--- config.mk ---
export PLATFORM = sky130hd
export DESIGN_NAME = sha256_uart_tx
export DESIGN_NICKNAME = d
export VERILOG_FILES = /design/src/rtl/sha256_uart_tx.sv
export SDC_FILE = /design/constraint.sdc
export NUM_CORES = 1
export LEC_CHECK = 0
export ABC_AREA = 1
export BUFFER_PORTS_ARGS = -buffer_cell sky130_fd_sc_hd__buf_2
export CORE_MARGIN = 3
export CORE_UTILIZATION = 45
export CTS_CLUSTER_SIZE = 30
export DETAILED_ROUTE_END_ITERATION = 10
export MAX_ROUTING_LAYER = met4
export PLACE_DENSITY_LB_ADDON = 0.12
export SLEW_MARGIN = 20
export SYNTH_ARGS = -nofsm -noshare
export SYNTH_HDL_FRONTEND = slang
export SYNTH_SLANG_ARGS = --single-unit
--- constraint.sdc ---
create_clock -name clk -period 2.03 [get_ports clk]
set_clock_uncertainty 0.2 [all_clocks]
set_input_delay 0.203 -clock clk [delete_from_list [all_inputs] [get_ports clk]]
set_output_delay 0.203 -clock clk [all_outputs]
set_load 0.02 [all_outputs]
--- src/rtl/sha256_uart_tx.sv ---
// sha256_uart_tx: captures a digest in one handshake and sends it as NUM_BYTES UART frames,
// most-significant byte first, LSB-first within a byte. Define SHA_TX_TWO_STOP_EN for 8N2 framing.
module sha256_uart_tx #(
  parameter int CLKS_PER_BIT = 868,
  parameter int NUM_BYTES    = 32
) (
  input  logic                   clk,
  input  logic                   rst_n,
  input  logic [8*NUM_BYTES-1:0] digest_in,
  input  logic                   digest_valid,
  output logic                   digest_ready,
  output logic                   data_out,
  output logic                   busy,
  output logic                   done
);

  localparam int CW = (CLKS_PER_BIT > 1) ? $clog2(CLKS_PER_BIT) : 1;
  localparam int BW = (NUM_BYTES > 1) ? $clog2(NUM_BYTES) : 1;
  localparam int DW = 8 * NUM_BYTES;
`ifdef SHA_TX_TWO_STOP_EN
  localparam logic [2:0] STOP_LAST = 3'd1;
`else
  localparam logic [2:0] STOP_LAST = 3'd0;
`endif
  localparam logic [CW-1:0] BAUD_LAST = CW'(CLKS_PER_BIT - 1);
  localparam logic [BW-1:0] BYTE_LAST = BW'(NUM_BYTES - 1);

  typedef enum logic [1:0] {
    IDLE  = 2'd0,
    START = 2'd1,
    DATA  = 2'd2,
    STOP  = 2'd3
  } state_t;

  state_t          state_q, state_d;
  logic [CW-1:0]   baud_q, baud_d;
  logic [2:0]      bit_q, bit_d;
  logic [BW-1:0]   byte_q, byte_d;
  logic [DW-1:0]   shreg_q, shreg_d;
  logic            data_out_q, data_out_d;
  logic            done_q, done_d;
  logic            baud_last_s;
  logic [7:0]      cur_byte_s;

  assign baud_last_s  = (baud_q == BAUD_LAST);
  assign digest_ready = (state_q == IDLE);
  assign busy         = (state_q != IDLE);
  assign data_out     = data_out_q;
  assign done         = done_q;

  // State, counters, shift register and registered line/done outputs.
  always_ff @(posedge clk or negedge rst_n) begin
    if (!rst_n) begin
      state_q    <= IDLE;
      baud_q     <= '0;
      bit_q      <= 3'd0;
      byte_q     <= '0;
      shreg_q    <= '0;
      data_out_q <= 1'b1;
      done_q     <= 1'b0;
    end else begin
      state_q    <= state_d;
      baud_q     <= baud_d;
      bit_q      <= bit_d;
      byte_q     <= byte_d;
      shreg_q    <= shreg_d;
      data_out_q <= data_out_d;
      done_q     <= done_d;
    end
  end

  // Next-state logic; bit_q also counts stop-bit periods in the two-stop build.
  always_comb begin
    state_d = state_q;
    baud_d  = baud_q;
    bit_d   = bit_q;
    byte_d  = byte_q;
    shreg_d = shreg_q;
    done_d  = 1'b0;
    case (state_q)
      IDLE: begin
        if (digest_valid) begin
          shreg_d = digest_in;
          byte_d  = '0;
          bit_d   = 3'd0;
          baud_d  = '0;
          state_d = START;
        end else begin
          state_d = IDLE;
        end
      end
      START: begin
        if (baud_last_s) begin
          baud_d  = '0;
          bit_d   = 3'd0;
          state_d = DATA;
        end else begin
          baud_d = baud_q + CW'(1);
        end
      end
      DATA: begin
        if (baud_last_s) begin
          baud_d = '0;
          if (bit_q == 3'd7) begin
            bit_d   = 3'd0;
            state_d = STOP;
          end else begin
            bit_d = bit_q + 3'd1;
          end
        end else begin
          baud_d = baud_q + CW'(1);
        end
      end
      STOP: begin
        if (baud_last_s) begin
          baud_d = '0;
          if (bit_q < STOP_LAST) begin
            bit_d = bit_q + 3'd1;
          end else if (byte_q < BYTE_LAST) begin
            bit_d   = 3'd0;
            shreg_d = shreg_q << 8;
            byte_d  = byte_q + BW'(1);
            state_d = START;
          end else begin
            bit_d   = 3'd0;
            state_d = IDLE;
            done_d  = 1'b1;
          end
        end else begin
          baud_d = baud_q + CW'(1);
        end
      end
      default: begin
        state_d = IDLE;
        baud_d  = '0;
        bit_d   = 3'd0;
      end
    endcase
  end

  // Line level decoded from the next state so data_out changes on the same edge as the state.
  always_comb begin
    cur_byte_s = shreg_d[DW-1 -: 8];
    data_out_d = 1'b1;
    case (state_d)
      IDLE:    data_out_d = 1'b1;
      START:   data_out_d = 1'b0;
      DATA:    data_out_d = cur_byte_s[bit_d];
      STOP:    data_out_d = 1'b1;
      default: data_out_d = 1'b1;
    endcase
  end

endmodule

==> impl_summary.log, run 1 <==
INFO  metric synth.ff_latch_count = 278
INFO  metric arrival = between 2 and 2.5 ns
INFO  metric n_fill_cell = 1429
INFO  metric peakVddDrop = 0.001065 V
INFO  metric synth-edff-count = 0
INFO  metric drive_gt1_frac = 0.4311
INFO  metric max_cap_viol_count = 0
INFO  metric grt_util_all_layers = 0.3281
INFO  metric synthesis.yosys.warnings = 0
INFO  metric cts_sinks = 278
INFO  metric largest_net_degree_at_the_start_of_global_routing = 72
INFO  metric synth.yosys.seq_area_share = 0.5452
INFO  metric syn-cell-area = 0.01276 mm2
INFO  metric critPathLaunchType = flop
INFO  metric place.gp.congestion = around 0.9
INFO  metric slew_headroom = 0.6027
INFO  metric crit_chain = inv_2 -> ha_4 -> inv_2 -> nand2_2 -> inv_2 -> nand3_4 -> buf_6 -> clkbuf_16 -> clkinv_16 -> buf_16 -> nor2_2 -> nor2_1
INFO  metric achievable-frequency = about 0.45 GHz
INFO  metric switching_share = 0.4124
INFO  metric netSwitchingPower = 13640 uW
INFO  metric top_level_port_count = 263
INFO  metric synthesis_to_finish_area_growth = 79.58%
INFO  metric yosysTopAreaCell = sky130_fd_sc_hd__dfrtp_1
INFO  metric worst_path_dominant_cell_family = buffers and inverters
INFO  metric clkTransAtPathRegs = 0.07 ns
INFO  metric hold_class = primary input to flop
INFO  metric power.leakage = 0.01034 uW
INFO  metric synthFlopType = sky130_fd_sc_hd__dfrtp_1
INFO  metric synth_nets = 1626
INFO  metric seqPwrFrac = 0.333
INFO  metric setup_viol = approximately 240
INFO  metric crit_path_end_kind = flop
INFO  metric netlist.area_leader.share = 0.5432
INFO  metric rsz0062_at_grt = yes
INFO  metric initial_drt_pass_iterations = 5
INFO  metric cellInternalPower = 19430 uW
INFO  metric grt.overflow.total = 0
INFO  metric cts_buffers = 31
INFO  metric final_antenna_net_count = 0
INFO  metric post_route_wl = 58180 um
INFO  metric die_width = between 150 and 200 um
INFO  metric clk_root_buffer_cell = sky130_fd_sc_hd__clkbuf_16
INFO  metric first_pass_grt_wire_length = ~80000 um
INFO  metric dominant_cell_by_count_in_the_synthesized_netlist = sky130_fd_sc_hd__nor2_1
INFO  metric insertion_delay = 0.59 ns
INFO  metric layout_worst_path_cycle_share = 1.085
INFO  metric die_area = 0.03041 mm2
INFO  metric routedWlPerCell = 24.24 um
INFO  metric violated_checks = negative setup slack
INFO  metric final_slew_viol_count = 0
INFO  metric die_h = 174.4 um
INFO  metric power_per_cell_area = 1443 mW/mm2
INFO  metric setup_crit_path_kind = flop to flop
INFO  metric cp_data_required_time = 2.29 ns
INFO  metric max-clock-path-buffers = 3
INFO  metric path_common_cell = sky130_fd_sc_hd__inv_2
INFO  metric cp.buffers_inverters = 7
INFO  metric synth_area_per_cell = around 9.4 um2
INFO  metric initial_utilization = 0.4581
INFO  metric worst_slack = -0.1723 ns
INFO  metric ys_async_sr_fraction = 1.000
INFO  metric fin_nets = 2254
INFO  metric vias_in_the_first_global_route = between 10k and 15k
INFO  metric netlist_instances = 1356
INFO  metric report.final.hold_viol_count = 0
INFO  metric cell_row_count = between 60 and 70
INFO  metric portBuffers = 262
INFO  metric hold-worst-slack = 0.1975 ns
INFO  metric synthTopCellsByCount = 494 x sky130_fd_sc_hd__nor2_1, 277 x sky130_fd_sc_hd__dfrtp_1, 230 x sky130_fd_sc_hd__a221oi_1
INFO  metric drcViolationCount = 0
INFO  metric first_iter_violations = between 1k and 1.5k
INFO  metric outcome = finished, violations left
INFO  metric htree_num_levels = 1
INFO  metric vias = 14.55k
INFO  metric p_clk_frac = 0.180
INFO  metric hpwlAfterDp = 25250 um
INFO  metric comb_power_share = 0.487
INFO  metric antenna_violations_before_repair = 10
INFO  metric routed_via_density = 6.062
INFO  metric worst_path_fanout_max = 16
INFO  metric cts_tree = built
INFO  metric worst-slew-pin-transition = 0.5959 ns
INFO  metric cp_slowest_stage_delay = 0.39 ns
INFO  metric fin_util = 0.8226
INFO  metric synth_top_cells_by_area = sky130_fd_sc_hd__dfrtp_1 54%, sky130_fd_sc_hd__a221oi_1 16%, sky130_fd_sc_hd__nor2_1 15%, sky130_fd_sc_hd__buf_2 2.5%, sky130_fd_sc_hd__nand2_1 2.4%
INFO  metric crit_slowest_cell = sky130_fd_sc_hd__dfrtp_1
INFO  metric period_needed = about 2.2 ns
INFO  metric synth.distinct_cells = 38
INFO  metric fp.coreArea = 0.02786 mm2
## cells by family (layout without fill, tap and decap cells)
logic type                 count (synthesis)  in the layout  share of synthesized area
xor gates and xnor gates                   3              3                   0.002059
adders and majority gates                 11             11                    0.01079
DFF                                      278            278                     0.5453
buffers and inverters                    155            808                    0.05902
AOI/OAI and AO/OA                        286            286                     0.1910
other                                      0             13                          0
and+or+nand+nor                          623            623                     0.1919
## stage by stage
stage	instance area (um2)	power (uW)	instances	setup TNS, ns	worst slack (ns)
after global routing	22920	34510	2400	-32.96	-0.2466
after floorplan	12790	15640	1356	-0.01452	-0.01452
after CTS	21110	28770	2344	-4.318	-0.07457
after global placement	15140	18520	1990	-9.316	-0.1976
final	22920	33070	2400	-16.87	-0.1723
after detailed placement	15140	18760	1990	-16.53	-0.2027
## power by group through the flow
| stage | Sequential [uW] | Combinational [uW] | Clock, uW |
|---|---|---|---|
| 2_1_floorplan | 9410 | 6230 | 0 |
| 3_3_place_gp | 9890 | 8630 | 0 |
| 3_5_place_dp | 9930 | 8830 | 0 |
| 4_1_cts | 10300 | 12500 | 5900 |
| 5_1_grt | 11200 | 17100 | 6200 |
| 6_report | 11000 | 16100 | 5940 |
## cell usage in the layout, fill, tap and decap left out, types with 3 or more instances in the layout
| cell type | instances |
|---|---|
| sky130_fd_sc_hd__nor2_1 | 415 |
| sky130_fd_sc_hd__dfrtp_1 | 277 |
| sky130_fd_sc_hd__buf_2 | 260 |
| sky130_fd_sc_hd__dlygate4sd3_1 | 259 |
| sky130_fd_sc_hd__a221oi_2 | 185 |
| sky130_fd_sc_hd__buf_4 | 84 |
| sky130_fd_sc_hd__nor2_2 | 70 |
| sky130_fd_sc_hd__nand2_1 | 68 |
| sky130_fd_sc_hd__clkbuf_16 | 60 |
| sky130_fd_sc_hd__a221oi_4 | 44 |
| sky130_fd_sc_hd__inv_1 | 28 |
| sky130_fd_sc_hd__buf_16 | 28 |
| sky130_fd_sc_hd__nand3_1 | 22 |
| sky130_fd_sc_hd__buf_12 | 19 |
| sky130_fd_sc_hd__buf_6 | 16 |
| sky130_fd_sc_hd__o21ai_0 | 14 |
| sky130_fd_sc_hd__diode_2 | 13 |
| sky130_fd_sc_hd__nand2_2 | 13 |
| sky130_fd_sc_hd__nor2_4 | 11 |
| sky130_fd_sc_hd__a221oi_1 | 11 |
| sky130_fd_sc_hd__inv_2 | 10 |
| sky130_fd_sc_hd__nand4_1 | 8 |
| sky130_fd_sc_hd__clkinv_2 | 8 |
| sky130_fd_sc_hd__clkbuf_8 | 8 |
| sky130_fd_sc_hd__clkbuf_1 | 8 |
| sky130_fd_sc_hd__ha_1 | 7 |
| sky130_fd_sc_hd__nand3_2 | 6 |
| sky130_fd_sc_hd__o21ai_2 | 5 |
| sky130_fd_sc_hd__a21oi_1 | 5 |
| sky130_fd_sc_hd__a21oi_2 | 4 |
| sky130_fd_sc_hd__o22ai_1 | 4 |
| sky130_fd_sc_hd__bufbuf_16 | 4 |
| sky130_fd_sc_hd__nand3_4 | 3 |
| sky130_fd_sc_hd__o21ai_1 | 3 |
| sky130_fd_sc_hd__nand2_4 | 3 |
| sky130_fd_sc_hd__ha_4 | 3 |
| sky130_fd_sc_hd__bufinv_16 | 3 |
| sky130_fd_sc_hd__buf_8 | 3 |
## routing by layer
metal  up-vias  global-route usage  part of all wire
met5         -                   -                 0
met4         0              0.1518             0.064
met3       300             0.04587             0.067
met2       882              0.5355              0.49
met1      7198              0.4065              0.38
li1       6168                   -                 -
## repair_timing
item | 4_1_cts | 5_1_grt
cloned | 17 | 37
resized for setup | 295 | 179
pin swaps | 17 | 13
hold buffers | 259 | 0
setup buffers | 21 | 8
hold endpoints to repair | 543 | 0
setup endpoints to repair | 245 | 251
## flip-flops by register name, summed over array words and instances (netlist names)
name and count:
data_out 1, done 1, state_q 2, bit_q 3, shreg_q 256, byte_q 5, baud_q 10
## final timing paths
path | slack (ns) | from | cells past startpoint | endpoint
max in group asynchronous | 0.40 | rst_n | 4 | shreg_q[100]
min in group asynchronous | 0.46 | rst_n | 3 | baud_q[9]
worst min register to register | 0.28 | shreg_q[249] | 2 | shreg_q[249]
worst max register to register | -0.17 | state_q[0] | 12 | shreg_q[137]
worst max-delay path | -0.17 | state_q[0] | 12 | shreg_q[137]
worst min-delay path | 0.20 | digest_in[62] | 4 | shreg_q[62]
## worst min-delay path, delay by kind of cell
| kind | cells | cell delay [ns] |
|---|---|---|
| AOI/OAI and AO/OA | 1 | 0.05 |
| buffers and inverters | 2 | 0.63 |
| and+or+nand+nor | 1 | 0.07 |
## final cells by class
class | count | area, um2 | share of cell area
multi-input combinational | 923 | 7358 | 0.3211
sequential | 278 | 6958 | 0.3036
timing repair buffer | 703 | 6770 | 0.2954
clock buffer | 46 | 902.1 | 0.03937
tap | 378 | 473.0 | 0.02064
inverter | 44 | 210.2 | 0.009173
clock inverter | 12 | 150.1 | 0.006552
timing repair inverter | 3 | 61.31 | 0.002675
antenna | 13 | 32.53 | 0.001420
No activity file was read; power rests on OpenSTA's default activity.
==> run 2, diff against run 1 <==
--- a/config.mk
+++ b/config.mk
@@ -8,7 +8,7 @@
 export ABC_AREA = 1
 export BUFFER_PORTS_ARGS = -buffer_cell sky130_fd_sc_hd__buf_2
 export CORE_MARGIN = 3
-export CORE_UTILIZATION = 45
+export CORE_UTILIZATION = 32
 export CTS_CLUSTER_SIZE = 30
 export DETAILED_ROUTE_END_ITERATION = 10
 export MAX_ROUTING_LAYER = met4
==> impl_summary.log, run 2 (synthesized netlist as in run 1, its figures left out) <==
INFO  metric setup_viol = 247
INFO  metric largest_net_degree_at_the_start_of_global_routing = 83
INFO  metric peakVddDrop = 0.0007486 V
INFO  metric hold-worst-slack = 0.07767 ns
INFO  metric vias_in_the_first_global_route = around 13k
INFO  metric worst_slack = -0.1641 ns
INFO  metric hpwlAfterDp = approximately 28000 um
INFO  metric outcome = finished, violations left
INFO  metric hold_class = primary input to async pin
INFO  metric rsz0062_at_grt = yes
INFO  metric portBuffers = 262
INFO  metric report.final.hold_viol_count = 0
INFO  metric drive_gt1_frac = 0.4259
INFO  metric layout_worst_path_cycle_share = 1.081
INFO  metric final_slew_viol_count = 0
INFO  metric clk_root_buffer_cell = sky130_fd_sc_hd__clkbuf_16
INFO  metric reg2reg_slack = -0.16 ns
INFO  metric vias = 13.05k
INFO  metric clkTransAtPathRegs = 0.06 ns
INFO  metric achievable-frequency = 0.4558 GHz
INFO  metric routed_via_density = 5.129
INFO  metric max-clock-path-buffers = 3
INFO  metric crit_chain = inv_2 -> nand2_2 -> nor2_2 -> nand3_2 -> nand2_2 -> nand3_4 -> buf_12 -> clkbuf_16 -> clkbuf_16 -> a221oi_2 -> nor2_1
INFO  metric first_iter_violations = 643
INFO  metric crit_slowest_cell = sky130_fd_sc_hd__dfrtp_2
INFO  metric htree_num_levels = 2
INFO  metric max_cap_viol_count = 0
INFO  metric fp.coreArea = roughly 0.039 mm2
INFO  metric r2r-start = baud_q[3]
INFO  metric largest_register_ffs = 256
INFO  metric cell_row_count = between 70 and 80
INFO  metric final_antenna_net_count = 0
INFO  metric die_width = 205.7 um
INFO  metric critPathLaunchType = flop
INFO  metric period_needed = 2.194 ns
INFO  metric place_inst = 2162
INFO  metric cp_data_required_time = 2.22 ns
INFO  metric crit_path_end_kind = flop
INFO  metric cts_tree = built
INFO  metric fin_nets = 2263
INFO  metric top_level_port_count = 263
INFO  metric fin_cells = 2544
INFO  metric routedWlPerCell = 20.03 um
INFO  metric cts_buffers = 34
INFO  metric grt_util_all_layers = 0.2070
INFO  metric power_per_cell_area = about 1400 mW/mm2
INFO  metric die_h = 205.7 um
INFO  metric initial_utilization = 0.3271
INFO  metric antenna_violations_before_repair = 7
INFO  metric regToRegEndpoint = shreg_q[45]
INFO  metric cts_sinks = around 280
INFO  metric violated_checks = negative setup slack
INFO  metric insertion_delay = 0.52 ns
INFO  metric layout_commonest_cell = sky130_fd_sc_hd__nor2_1
INFO  metric drcViolationCount = 0
INFO  metric largest-register = shreg_q
INFO  metric post_route_wl = 50970 um
INFO  metric cp_slowest_stage_delay = 0.44 ns
INFO  metric slew_headroom = 0.6696
INFO  metric power.leakage = between 0.01 and 0.015 uW
INFO  metric arrival = 2.39 ns
INFO  metric synthesis_to_finish_area_growth = 75.55%
INFO  metric setup_crit_path_kind = flop to flop
INFO  metric worst-slew-pin-transition = about 0.50 ns
INFO  metric initial_drt_pass_iterations = 5
INFO  metric grt.overflow.total = 0
INFO  metric worst_slack_at_placement = -0.3473 ns
INFO  metric first_pass_grt_wire_length = 68340 um
INFO  metric total_power = 31540 uW
INFO  metric place.gp.congestion = between 0.7 and 0.8
INFO  metric worst_path_fanout_max = 6
INFO  metric worst-r2r-cell-count = 11
INFO  metric die_area = 0.04231 mm2
INFO  metric biggestRegsByFlops = shreg_q x256, baud_q x10, byte_q x5
INFO  metric layout_common_cells = 366 x sky130_fd_sc_hd__nor2_1, 275 x sky130_fd_sc_hd__dfrtp_1, 260 x sky130_fd_sc_hd__buf_2
==> run 2: cell count changes in the layout (fill, tap and decap cells not counted), sizes merged <==
cell and delta:
buf +14, diode -4, inv +2, bufbuf -4, bufinv -1, clkbuf -3
==> run 2: final cells by class <==
cell class | instances | area, um2
Clock buffer | 49 | 1008
Timing Repair inverter | 5 | 83.83
Inverter | 44 | 217.7
Tap cell | 518 | 648.1
Clock inverter | 11 | 112.6
Antenna cell | 9 | 22.52
Fill cell | 3280 | 16610
Timing Repair Buffer | 707 | 6351
Multi-Input combinational cell | 923 | 6997
Sequential cell | 278 | 6960
==> run 2: stage by stage <==
stage	area, um2	setup TNS [ns]	util
floorplan	12790	-0.01452	-
global placement	15520	-33.70	0.3980
detailed placement	15520	-41.34	0.3980
CTS	19410	-30.01	0.4976
global route	22400	-41.48	0.5742
finish	22400	-20.35	0.5743
==> run 2: where the power goes <==
part / leakage (uW) / switching, uW / total, uW / internal [uW]
logic: 0.00610 / 7550 / 14700 / 7130
registers: 0.00339 / 2450 / 10700 / 8270
clock network: 0.000560 / 2430 / 6140 / 3710
total: 0.0101 / 12400 / 31500 / 19100
==> run 2: timing repair <==
item | CTS | global route
endpoints found under the hold margin | 536 | 0
endpoints found under the setup margin | 248 | 253
resized for setup | 28 | 412
setup buffers | 1 | 14
hold buffers | 259 | 0
pin swaps | 3 | 17
gates cloned | 0 | 42
==> run 2: worst max path at each step <==
stage                           from           end  cells past startpoint
after global routing       baud_q[1]      data_out                     11
after global placement    state_q[0]  shreg_q[193]                     10
after CTS                  baud_q[0]  shreg_q[101]                     11
after floorplan           state_q[0]      data_out                     10
after detailed placement   baud_q[0]  shreg_q[193]                     10
final                      baud_q[3]   shreg_q[45]                     11
==> run 2: worst max-delay path: cells and delay by family (launching register included) <==
kind            cells  cell delay (ns)
buf+inv             4             0.63
simple gates        6             0.61
flops               1             0.44
compound gates      1             0.20
==> run 2: per-layer routing <==
layer  vias to the layer above  track usage  share of wire
li1                       6177            -              -
met1                      6417       0.2736           0.43
met2                       362       0.3273           0.49
met3                        93      0.03401          0.047
met4                         0      0.06493          0.030
met5                         -            -              0
